File: src/rtl/pc_pkg.sv
// Shared definitions for the program-counter sequencer: action encoding and default sizes.
package pc_pkg;

    localparam int PC_WIDTH_DEF = 8;
    localparam int PC_DEPTH_DEF = 4;

    typedef enum logic [2:0] {
        ACT_HOLD   = 3'd0,
        ACT_INC    = 3'd1,
        ACT_JUMP   = 3'd2,
        ACT_BRANCH = 3'd3,
        ACT_CALL   = 3'd4,
        ACT_RET    = 3'd5
    } pc_act_e;

endpackage

File: src/rtl/pc_call_stack.sv
// Return-address LIFO for the sequencer. Rejected pushes/pops are flagged on
// overflow/underflow in the same cycle and leave the stack unchanged.
module pc_call_stack #(
    parameter int WIDTH = 8,
    parameter int DEPTH = 4
) (
    input  logic             sysclk,
    input  logic             rst_n,
    input  logic             push,
    input  logic             pop,
    input  logic [WIDTH-1:0] din,
    output logic [WIDTH-1:0] dout,
    output logic             full,
    output logic             empty,
    output logic             overflow,
    output logic             underflow
);

    localparam int PW = $clog2(DEPTH + 1);
    localparam int IW = $clog2(DEPTH);

    logic [WIDTH-1:0] mem_r [DEPTH];
    logic [PW-1:0]    ptr_r;
    logic [PW-1:0]    ptr_nxt_s;
    logic             full_r;
    logic             empty_r;
    logic             wr_s;
    logic [IW-1:0]    wr_idx_s;
    logic [IW-1:0]    top_idx_s;

    // Pointer update: push wins over pop; requests against a full/empty stack are dropped.
    always_comb begin
        ptr_nxt_s = ptr_r;
        wr_s      = 1'b0;
        if (push && !full_r) begin
            ptr_nxt_s = ptr_r + PW'(1);
            wr_s      = 1'b1;
        end else if (pop && !empty_r) begin
            ptr_nxt_s = ptr_r - PW'(1);
        end else begin
            ptr_nxt_s = ptr_r;
        end
    end

    assign wr_idx_s  = IW'(ptr_r);
    assign top_idx_s = IW'(ptr_r - PW'(1));

    // Pointer and flags; flags are registered so they move on the same edge as the pointer.
    always_ff @(posedge sysclk) begin
        if (!rst_n) begin
            ptr_r   <= {PW{1'b0}};
            full_r  <= 1'b0;
            empty_r <= 1'b1;
        end else begin
            ptr_r   <= ptr_nxt_s;
            full_r  <= (ptr_nxt_s == PW'(DEPTH));
            empty_r <= (ptr_nxt_s == {PW{1'b0}});
        end
    end

    // Storage; contents are meaningless while the pointer says so, hence no reset.
    always_ff @(posedge sysclk) begin
        if (wr_s) begin
            mem_r[wr_idx_s] <= din;
        end
    end

    assign dout      = empty_r ? {WIDTH{1'b0}} : mem_r[top_idx_s];
    assign full      = full_r;
    assign empty     = empty_r;
    assign overflow  = push & full_r;
    assign underflow = pop & empty_r;

endmodule

File: src/rtl/pc_sequencer.sv
// Program counter with stall, jump, relative branch and call/return stack.
// Optional macro PC_BOUND_EN adds PC_LIMIT and the bound_hit pulse.
module pc_sequencer
    import pc_pkg::*;
#(
    parameter int               WIDTH     = PC_WIDTH_DEF,
    parameter int               STEP      = 1,
    parameter logic [WIDTH-1:0] RESET_VEC = {WIDTH{1'b0}},
    parameter int               DEPTH     = PC_DEPTH_DEF
`ifdef PC_BOUND_EN
    ,
    parameter logic [WIDTH-1:0] PC_LIMIT  = {WIDTH{1'b1}}
`endif
) (
    input  logic             sysclk,
    input  logic             rst_n,
    input  logic             en,
    input  logic             jump,
    input  logic [WIDTH-1:0] jump_addr,
    input  logic             branch,
    input  logic [WIDTH-1:0] branch_off,
    input  logic             call,
    input  logic             ret,
    output logic [WIDTH-1:0] pc,
    output logic             stack_full,
    output logic             stack_empty,
    output logic             err
`ifdef PC_BOUND_EN
    ,
    output logic             bound_hit
`endif
);

    pc_act_e          act_s;
    logic [WIDTH-1:0] pc_r;
    logic [WIDTH-1:0] inc_s;
    logic [WIDTH-1:0] pc_nxt_s;
    logic [WIDTH-1:0] pc_d_s;
    logic [WIDTH-1:0] top_s;
    logic             err_r;
    logic             full_s;
    logic             empty_s;
    logic             push_s;
    logic             pop_s;
    logic             ovf_s;
    logic             unf_s;

    assign inc_s = pc_r + WIDTH'(STEP);

    // Priority encoder: one action per enabled cycle.
    always_comb begin
        act_s = ACT_HOLD;
        if (!en) begin
            act_s = ACT_HOLD;
        end else if (jump) begin
            act_s = ACT_JUMP;
        end else if (branch) begin
            act_s = ACT_BRANCH;
        end else if (call) begin
            act_s = ACT_CALL;
        end else if (ret) begin
            act_s = ACT_RET;
        end else begin
            act_s = ACT_INC;
        end
    end

    assign push_s = (act_s == ACT_CALL);
    assign pop_s  = (act_s == ACT_RET);

    // Next-pc mux; a rejected call/ret degrades to a plain increment.
    always_comb begin
        pc_nxt_s = pc_r;
        case (act_s)
            ACT_HOLD:   pc_nxt_s = pc_r;
            ACT_INC:    pc_nxt_s = inc_s;
            ACT_JUMP:   pc_nxt_s = jump_addr;
            ACT_BRANCH: pc_nxt_s = pc_r + branch_off;
            ACT_CALL:   pc_nxt_s = full_s ? inc_s : jump_addr;
            ACT_RET:    pc_nxt_s = empty_s ? inc_s : top_s;
            default:    pc_nxt_s = pc_r;
        endcase
    end

`ifdef PC_BOUND_EN
    logic hit_s;
    logic bound_hit_r;

    assign hit_s  = (act_s != ACT_HOLD) && (pc_nxt_s > PC_LIMIT);
    assign pc_d_s = hit_s ? RESET_VEC : pc_nxt_s;

    // Out-of-bound pulse, aligned with the substituted pc.
    always_ff @(posedge sysclk) begin
        if (!rst_n) begin
            bound_hit_r <= 1'b0;
        end else begin
            bound_hit_r <= hit_s;
        end
    end

    assign bound_hit = bound_hit_r;
`else
    assign pc_d_s = pc_nxt_s;
`endif

    // PC register and sticky stack error.
    always_ff @(posedge sysclk) begin
        if (!rst_n) begin
            pc_r  <= RESET_VEC;
            err_r <= 1'b0;
        end else begin
            pc_r  <= pc_d_s;
            err_r <= err_r | ovf_s | unf_s;
        end
    end

    pc_call_stack #(
        .WIDTH (WIDTH),
        .DEPTH (DEPTH)
    ) u_stack (
        .sysclk    (sysclk),
        .rst_n     (rst_n),
        .push      (push_s),
        .pop       (pop_s),
        .din       (inc_s),
        .dout      (top_s),
        .full      (full_s),
        .empty     (empty_s),
        .overflow  (ovf_s),
        .underflow (unf_s)
    );

    assign pc          = pc_r;
    assign stack_full  = full_s;
    assign stack_empty = empty_s;
    assign err         = err_r;

endmodule

File: config.mk
export PLATFORM = sky130hd
export DESIGN_NAME = pc_sequencer
export DESIGN_NICKNAME = d
export VERILOG_FILES = /design/src/rtl/pc_pkg.sv /design/src/rtl/pc_call_stack.sv /design/src/rtl/pc_sequencer.sv
export SDC_FILE = /design/constraint.sdc
export NUM_CORES = 1
export LEC_CHECK = 0
export CAP_MARGIN = 25
export CORE_MARGIN = 4
export CORE_UTILIZATION = 55
export CTS_CLUSTER_SIZE = 12
export DETAILED_ROUTE_END_ITERATION = 12
export PLACE_DENSITY = 0.8
export SETUP_SLACK_MARGIN = 0.15
export SLEW_MARGIN = 15
export SYNTH_ARGS = -nofsm -noshare
export SYNTH_HDL_FRONTEND = slang
export SYNTH_SLANG_ARGS = --single-unit
File: constraint.sdc
create_clock -name sysclk -period 4.8 [get_ports sysclk]
set_clock_uncertainty 0.2 [all_clocks]
set_input_delay 0.96 -clock sysclk [delete_from_list [all_inputs] [get_ports sysclk]]
set_output_delay 0.96 -clock sysclk [all_outputs]
set_load 0.005 [all_outputs]
# Yosys cells after proc, flatten, opt, wreduce, memory -nomap -nowiden
# Memories as Yosys holds them, arrays and structs flattened.
# Index checks and enable logic that the tools add are counted.
[op_classes]
add_sub_neg = 4
eq_ne = 6
mux = 13
n_bitwise = 4
n_reduce_logical = 6
[op_table]
columns = ["cell", "n"]
rows = [
  ["$pmux W8 S5", 1],
  ["$mux W3", 7],
  ["$mux W8", 2],
  ["$eq A3 B3 Y1 const B", 3],
  ["$add A8 B1 Y8 const B", 1],
  ["$add A8 B8 Y8", 1],
  ["$eq A3 B2 Y1 const B", 2],
  ["$reduce_bool A5 Y1", 1],
  ["$add A3 B1 Y3 const B", 1],
  ["$eq A3 B1 Y1 const B", 1],
  ["$logic_not A3 Y1", 1],
  ["$mux W1", 3],
  ["$sub A3 B1 Y3 const B", 1],
  ["$and A1 B1 Y1", 2],
  ["$logic_and A1 B1 Y1", 2],
  ["$logic_not A1 Y1", 2],
  ["$or A1 B1 Y1", 2],
]
[totals]
reg_bits = 14
ram_bits = 32
output_inout_bits = 11
wordCells = 39
memories = 1
[mem_list]
columns = ["memory", "depth", "word_bits", "rd", "rd_ports_with_merged_regs", "write_ports", "line_no", "text"]
rows = [
  ["u_stack.mem_r", 4, 8, 1, 0, 1, "pc_call_stack.sv:22", "logic [WIDTH-1:0] mem_r [DEPTH];"],
]

# Logic depth before layout (Yosys ltp)
[logic_depth]
ltp_word = 10
depth_mapped = 8
ltp_nobuf = 7

# Modules after synthesis
# A second synthesis with hierarchy kept.
[hier_totals]
hier_cells = 204
area_unflattened_um2 = 2489.9
[by_module_without_submodules]
columns = ["module", "n_inst", "cells_each", "area_per_inst_um2", "seq_area_each_um2"]
rows = [
  ["pc_call_stack", 1, 85, 1545.2, 1061.0],
  ["pc_sequencer", 1, 119, 944.7, 180.2],
]

# Worst setup path before layout
# No wires, ideal clock.
[synth_path]
path_type = "input port to flip-flop"
from = "input port branch_off[0]"
to = "register pc_r[2] (netlist: pc[2])"
setup_ns = 0.119
arrival_ns = 2.224
t_required_ns = 4.481
path_slack_ns = 2.257
cell_stages = 7
cell_sequence = "ha_1 -> fa_1 -> xnor2_1 -> o21ai_0 -> a221o_1 -> nor3_1 -> nor3_1"
[synth_between]
elab_chain_len = 2
[synth_lines]
columns = ["element", "line_no", "text"]
rows = [
  ["from (decl)", "pc_sequencer.sv:21", "input logic [WIDTH-1:0] branch_off,"],
  ["$add A8 B8 Y8", "pc_sequencer.sv:78", "ACT_BRANCH: pc_nxt_s = pc_r + branch_off;"],
  ["$pmux W8 S5", "pc_sequencer.sv:74", "case (act_s)"],
  ["to (signal assigned)", "pc_sequencer.sv:112", "pc_r <= pc_d_s;"],
  ["to (decl)", "pc_sequencer.sv:35", "logic [WIDTH-1:0] pc_r;"],
]
# Every way passes these cells.
# A chain may end at the register's enable or synchronous reset.

# Worst setup path in the final report
[layout_path]
from = "input port en"
to = "memory u_stack.mem_r[2][4] (enable)"
[layout_between]
elab_chain_len = 6
[layout_lines]
columns = ["element", "line_no", "text"]
rows = [
  ["from (decl)", "pc_sequencer.sv:17", "input logic en,"],
  ["$mux W3", "pc_sequencer.sv:53", "if (!en) begin"],
  ["$eq A3 B3 Y1", "pc_sequencer.sv:68", "assign push_s = (act_s == ACT_CALL);"],
  ["$logic_and A1 B1 Y1", "pc_call_stack.sv:35", "if (push && !full_r) begin"],
  ["$mux W1", "pc_call_stack.sv:35", ""],
  ["$mux W1", "pc_call_stack.sv:63", "if (wr_s) begin"],
  ["$mux W1 (not written as such)", "pc_call_stack.sv:64", "mem_r[wr_idx_s] <= din;"],
  ["to (decl)", "pc_call_stack.sv:22", ""],
]
# Every way passes these cells.

==> out/results.ini <==
[power]
p_leak_uw=0.001057
clkPwrFrac_pct=27.9
p_per_area_mw_per_mm2=289.9
p_seq_share_pct=52.7
ir_drop_mv=0.2079
switching_share_pct=27.41
switchingPower_uw=236.7
power_frac_comb_pct=19.4
intPower_uw=626.8

[timing]
whs_ps=280.5
rsz0062_at_grt=no
slew_headroom_pct=52.09
hold_viol=0
tns_ps=0
max_freq_mhz=341.0
min_period_over_period_pct=61.09
worst_pin_slew_ps=717.7
fin_crit_ps=2932
maxSlewViolCount=0
setup_viol=0

[clock_tree]
clockBufferDepth=2
clk_latency_ps=300
tritoncts=yes
cts_resized=0
ctsRootBufferMaster=clkbuf_8
cts_setup_buffers=0
path_clk_slew_ps=90
cts_hold_buf=0
cts_buffers=5
cts.sinks=46
htreeDepth=2

[setup_path]
timing.critical_path.required_ps=4560
criticalPathCategory=input pin to flip-flop
r2r_setup_slack_ps=1960
cp.arrival_ps=2700
crit_fanout=22
end_kind=flip-flop
start_kind=input pin

[grt]
busiest_layer=met2
grt_max_degree=23
grt_antenna_before_repair=0
grt_util_all_layers_pct=21.13
use_met3_pct=4.485
met1_usage_pct=29.66
met2_usage_pct=32.51
grt_remaining_overflow=0
grt_pass1_vias=1809
grt_pass1_wl_um=8818

[floorplan]
dieHeight_um=75.87
core_area_mm2=0.004414
rows=24
die_w_um=75.87
die_area_mm2=0.005756
start_util_pct=57.40
num_io_pins=34

[route]
viasPerCell=6.291
drt-total-wl_um=5657
drc=0
wl_per_cell_um=18.92
num_vias=1881
antenna_left=0
drt_iter0_drc=193
dr.pass1.iters=4

[placed_design]
dpl.hpwl_um=4241
numPortBuffers=33
placed_cell_area_mm2=0.002885
gp_congestion=0.8881

[yosys]
synth_top_family_by_area=compound AO/OA/AOI/OAI gates
syn_avg_cell_area_um2=11.84
syn_area_mm2=0.002534
synth_cell_type_count=51
ys_seq_area_share_pct=48.99
syn_inst=214
synth_compound_area_share_pct=14.91
synth_warnings=0
synth-seq-cells=46
synth_fa_ha_area_share_pct=6.716
syn_nets=250
synth_simple_gate_area_share_pct=14.27
synthMuxAreaShare_pct=8.148
synth_xor_area_share_pct=4.494

[finish]
final_common_cell=clkdlybuf4s50_1
post-route-util_pct=67.49
final_cell_mix=33 x clkdlybuf4s50_1, 32 x edfxtp_1, 15 x o21ai_0
syn_to_final_growth_pct=17.58
drive_above_1_share_pct=10.53
fin_nets=282
antenna_cells=0
finalInstanceArea_mm2=0.002979

[job]
drv_cap=0

[hold_path]
hold_class=flip-flop to flip-flop

[outcome]
status=complete, no violations

## power by group through the flow
| stage | clock network, uW | logic [uW] | registers, uW |
|---|---|---|---|
| after floorplan | 0 | 105 | 459 |
| after global placement | 0 | 161 | 464 |
| after detailed placement | 0 | 165 | 464 |
| after CTS | 249 | 166 | 455 |
| after global routing | 268 | 180 | 458 |
| final | 241 | 167 | 455 |
## critical path, stage by stage
cell             delay [ps]
clkdlybuf4s50_1         850
and3_1                  470
and2_1                  420
## state kept, by name, summed over array words and instances, names as in the netlist
name	cells
u_stack.empty	1
u_stack.full	1
u_stack.mem_r	32
err	1
u_stack.ptr_r	3
pc	8
## cell usage after synthesis, drive strengths merged
library cell / count / area, um^2
edfxtp: 32 / 960.9
o21ai: 16 / 80.07
dfxtp: 14 / 280.3
a21oi: 12 / 63.81
ha: 12 / 150.1
nand2: 12 / 45.04
nor2: 12 / 47.55
and3: 11 / 68.82
xnor2: 11 / 96.34
mux4: 8 / 183.9
and2: 7 / 43.79
a31oi: 6 / 37.54
nand3: 6 / 30.03
a22oi: 5 / 42.54
buf: 5 / 32.53
inv: 5 / 18.77
nor3b: 4 / 45.05
a21o: 3 / 22.52
clkbuf: 3 / 11.26
nor3: 3 / 15.01
o21a: 3 / 22.52
a211oi: 2 / 20.02
a222oi: 2 / 20.02
mux2: 2 / 22.52
nor4: 2 / 18.77
xor2: 2 / 17.52
a2111oi: 1 / 15.01
a221o: 1 / 10.01
a221oi: 1 / 8.760
a22o: 1 / 8.760
a32o: 1 / 10.01
and3b: 1 / 8.760
fa: 1 / 20.02
nand2b: 1 / 6.260
nor2b: 1 / 6.260
nor4b: 1 / 8.760
nor4bb: 1 / 10.01
o211ai: 1 / 7.510
o221ai: 1 / 8.760
or2b: 1 / 7.510
## cell families after synthesis
group / Yosys count
AO/OA/AOI/OAI: 56
flip-flops: 46
adder cells (fa/ha/maj): 13
AND/OR/NAND/NOR: 63
buffers and inverters: 13
XOR/XNOR: 13
multiplexers: 10
## layout make-up
class	count	area, um^2
Clock buffer	5	68.82
Tap cell	52	65.06
Clock inverter	3	25.02
Multi-Input combinational cell	155	1230
Inverter	5	18.77
Fill cell	359	1435
Sequential cell	46	1241
Timing Repair Buffer	33	330.3
## worst paths after layout
kind                          from  depth (start not counted)                  end
setup / recovery                en                          3  u_stack.mem_r[2][4]
hold / removal                 err                          2                  err
setup reg to reg  u_stack.ptr_r[0]                          6                pc[2]
hold reg to reg                err                          2                  err
## through the flow
| stage | total power, uW | setup WS, ps | std cells |
|---|---|---|---|
| final | 863.5 | 1868 | 299 |
| after detailed placement | 629.0 | 1574 | 291 |
| after global placement | 625.3 | 1654 | 291 |
| after global routing | 906.1 | 1744 | 299 |
| after CTS | 870.1 | 1895 | 299 |
| after floorplan | 564.2 | 2257 | 214 |
## layer usage
metal	up-vias	share of wire [%]
met5	-	0
met4	0	1.6
met3	11	9.3
met2	80	45
met1	894	44
li1	896	-
Power figures use the tool's default switching activity.
==> RTL edit 1 (config.mk and constraints unchanged) <==
Change the package constant `PC_WIDTH_DEF` from 8 to 12.
--- a/src/rtl/pc_pkg.sv
+++ b/src/rtl/pc_pkg.sv
@@ -1,7 +1,7 @@
 // Shared definitions for the program-counter sequencer: action encoding and default sizes.
 package pc_pkg;
 
-    localparam int PC_WIDTH_DEF = 8;
+    localparam int PC_WIDTH_DEF = 12;
     localparam int PC_DEPTH_DEF = 4;
 
     typedef enum logic [2:0] {
Interface: changed (resized branch_off, jump_addr and pc); port bits go from 34 to 46. No check against the original RTL was run, so the function may have changed too.
==> RTL edit 1 against the unedited design <==
Synthesized area rose by 40%; routed wire length rose by 46%; utilization rose by 1.2 points; setup slack got worse by 240 ps; sequential cell count rose by 20; total power rose by 43%; global-route usage rose by 0.98 points; clock power rose by 68%; final area rose by 41%; critical endpoint is now u_stack.full.
==> RTL edit 1: results <==
set metrics [dict create \
    status "completed" \
    worstPathArrival_ps 3200 \
    ys_top_cells_by_area "edfxtp_1, dfxtp_1, mux4_2" \
    grt_pass1_vias 2526 \
    reg2reg_slack_ps 2060 \
    synth_commonest_cells "edfxtp_1, dfxtp_1, nand2_1" \
    dpl.hpwl_um 5930 \
    grt_pass1_wl_um 12870 \
    drt_iter0_drc 229 \
    peakVddDrop_v 0.0001854 \
    drt-total-wl_um 8252 \
    dr.pass1.iters 5 \
    largest_reg_flops 48 \
    clkLatencyLatePin_ps 330 \
    path_max_fanout 19 \
    grt_max_degree 20 \
    synth_nets 334 \
    avgSynthCellArea_sq_um 12.38 \
    synth_edf_count 48 \
    r2r-end "pc[6]" \
    htreeDepth 3 \
    dp.cells 396 \
    ys_types 57 \
    wl_per_cell_um 20.03 \
    vias 2620 \
    synth_seq_area_share_pct 50.88 \
    worstRegToRegCells 7 \
    numCtsBuffers 9 \
    tightest_slew_ps 992.4 \
    cellLeakagePower_nw 1.422 \
    layout-drive-gt1-share_pct 12.76 \
]
## RTL edit 1: cell count changes after synthesis, moves of 4 or more
cell / change
a222oi_1: +7
nand2_1: +6
mux4_2: +5
and3_1: -10
a221oi_1: +4
inv_1: +5
edfxtp_1: +16
ha_1: +4
nand3_1: +6
dfxtp_1: +4
## RTL edit 1: final cells by class
class                           count  area [sq um]
Clock buffer                        9         123.9
Clock inverter                      7         45.04
Multi-Input combinational cell    197          1613
Inverter                           10         37.54
Fill cell                         449          1908
Timing Repair Buffer               48         473.0
Tap cell                           75         93.84
Sequential cell                    66          1802
## RTL edit 1: stage by stage
| step | cell area (sq um) | util [%] | hold WS (ps) | setup slack, ps |
|---|---|---|---|---|
| floorplan | 3541 | - | 265.0 | 2075 |
| global placement | 4019 | 65.93 | 255.8 | 1413 |
| CTS | 4188 | 68.70 | 298.9 | 1659 |
| global route | 4188 | 68.70 | 337.2 | 1515 |
| finish | 4188 | 68.70 | 291.2 | 1628 |
| detailed placement | 4019 | 65.93 | 284.5 | 1346 |
## RTL edit 1: worst max path at each step
stage,startpoint,to,slack [ps],cells after the start
after floorplan,branch_off[0],pc[10],2080,9
after global placement,en,u_stack.full,1410,8
after detailed placement,en,u_stack.full,1350,8
after CTS,en,u_stack.full,1660,8
after global routing,en,u_stack.full,1520,8
final,en,u_stack.full,1630,8
## RTL edit 1: layer usage
layer  GRT usage, %  up-vias  part of all wire (%)  wire length [um]
li1               -     1214                     -                 -
met1          30.45     1284                    44              3661
met2          35.55      109                    48              3958
met3          3.724       13                   6.0               497
met4          8.104        0                   1.6               134
met5              0        -                     0                 0
## RTL edit 1: worst max-delay path, stage by stage
cell             delay (ps)
clkdlybuf4s50_1         460
buf_4                   200
nand2b_2                130
nor4_4                  830
a22oi_2                 150
xnor2_1                 190
and2_1                  160
nor2b_1                 120
## RTL edit 1: logic make-up (layout without fill, tap and decap cells)
kind of cell    after synthesis  count (layout)  share of synthesized area (%)
mux                          13              13                          7.951
buf+inv                      23              74                          3.569
flops                        66              66                          50.88
xor+xnor                     16              16                          3.957
compound gates               73              73                          14.77
simple gates                 78              78                          12.65
fa+ha+maj                    17              17                          6.219
## RTL edit 1: power groups by stage
stage | Sequential, mW | Clock (mW) | Combinational, mW
5_1_grt | 0.642 | 0.442 | 0.202
3_5_place_dp | 0.653 | 0 | 0.184
3_3_place_gp | 0.652 | 0 | 0.181
4_1_cts | 0.640 | 0.412 | 0.185
2_1_floorplan | 0.649 | 0 | 0.113
6_report | 0.641 | 0.405 | 0.187
==> RTL edit 2 (same flow settings) <==
Made on the original files. Remove the case item `ACT_BRANCH` of the case on `act_s`.
--- a/src/rtl/pc_sequencer.sv
+++ b/src/rtl/pc_sequencer.sv
@@ -75,7 +75,6 @@
             ACT_HOLD:   pc_nxt_s = pc_r;
             ACT_INC:    pc_nxt_s = inc_s;
             ACT_JUMP:   pc_nxt_s = jump_addr;
-            ACT_BRANCH: pc_nxt_s = pc_r + branch_off;
             ACT_CALL:   pc_nxt_s = full_s ? inc_s : jump_addr;
             ACT_RET:    pc_nxt_s = empty_s ? inc_s : top_s;
             default:    pc_nxt_s = pc_r;
Formal check against the unedited RTL: not equivalent (a bounded check fails within 4 cycles, from zero or initial values and one cycle with rst_n low).
==> RTL edit 2 against the unedited design <==
Final area shrank 16%; routed wire length shrank 23%; setup slack got worse by 410 ps; largest cell class unchanged; sequential cell count is the same; synthesized area fell by 17%; worst hold slack better by 17 ps; fmax decreased by 12%; critical path type unchanged.
Power is not compared: it rests on default switching activity, and its combinational part moved more than twofold at a synthesized area within 25%.
==> RTL edit 2: results <==
set metrics [dict create \
    dpl.hpwl_um 2944 \
    path_max_fanout 14 \
    whs_path_depth 1 \
    synthCells 149 \
    synth_nets 177 \
    routabilityCongestion 0.7775 \
    grt_pass1_wl_um 7113 \
    drt-met1-wl_um 1749 \
    dp.cells 218 \
    ys_top_cells_by_area "edfxtp_1, dfxtp_1, mux4_2" \
    port-buffer-count 25 \
    worstPathArrival_ps 3320 \
    critPathMaxStageDelay_ps 780 \
    drt_iter0_drc 159 \
    placed_area_sq_um 2394 \
    vias_per_cell 6.066 \
    grt_max_degree 15 \
    wl_met2_um 2288 \
    nets 205 \
    status "completed" \
    final_cells 226 \
    met2_usage_pct 34.00 \
    layout-drive-gt1-share_pct 14.61 \
    cp_slowest_cell "nor4b_4" \
    use_met3_pct 5.612 \
    pre_cts_slack_ps 1172 \
    grt_pass1_vias 1429 \
]
RTL edit 2: where the power goes:
part	total (mW)	internal (mW)	switching (mW)
registers	0.444	0.433	0.0102
clock network	0.289	0.170	0.120
logic	0.0763	0.0399	0.0364
RTL edit 2: final timing paths:
check | from | end | slack (ps)
min | err | err | 300
max reg2reg | u_stack.ptr_r[0] | pc[7] | 1830
min reg2reg | err | err | 300
max | en | u_stack.ptr_r[2] | 1450
RTL edit 2: final cells by class:
| type | instances | area [sq um] |
|---|---|---|
| multi-input cells | 94 | 823.3 |
| clock buffers | 7 | 86.33 |
| clock inverters | 1 | 30.03 |
| inverters | 5 | 18.77 |
| well taps | 48 | 60.06 |
| repair buffers | 25 | 250.2 |
| fillers | 262 | 1179 |
| flip-flops and latches | 46 | 1241 |
RTL edit 2: cells by family after synthesis:
logic type	Yosys count	share of synthesized area, %
flops	46	58.91
simple gates	39	11.58
compound gates	31	11.28
mux	10	9.501
xor+xnor	9	3.741
buf+inv	9	2.018
fa+ha+maj	5	2.969
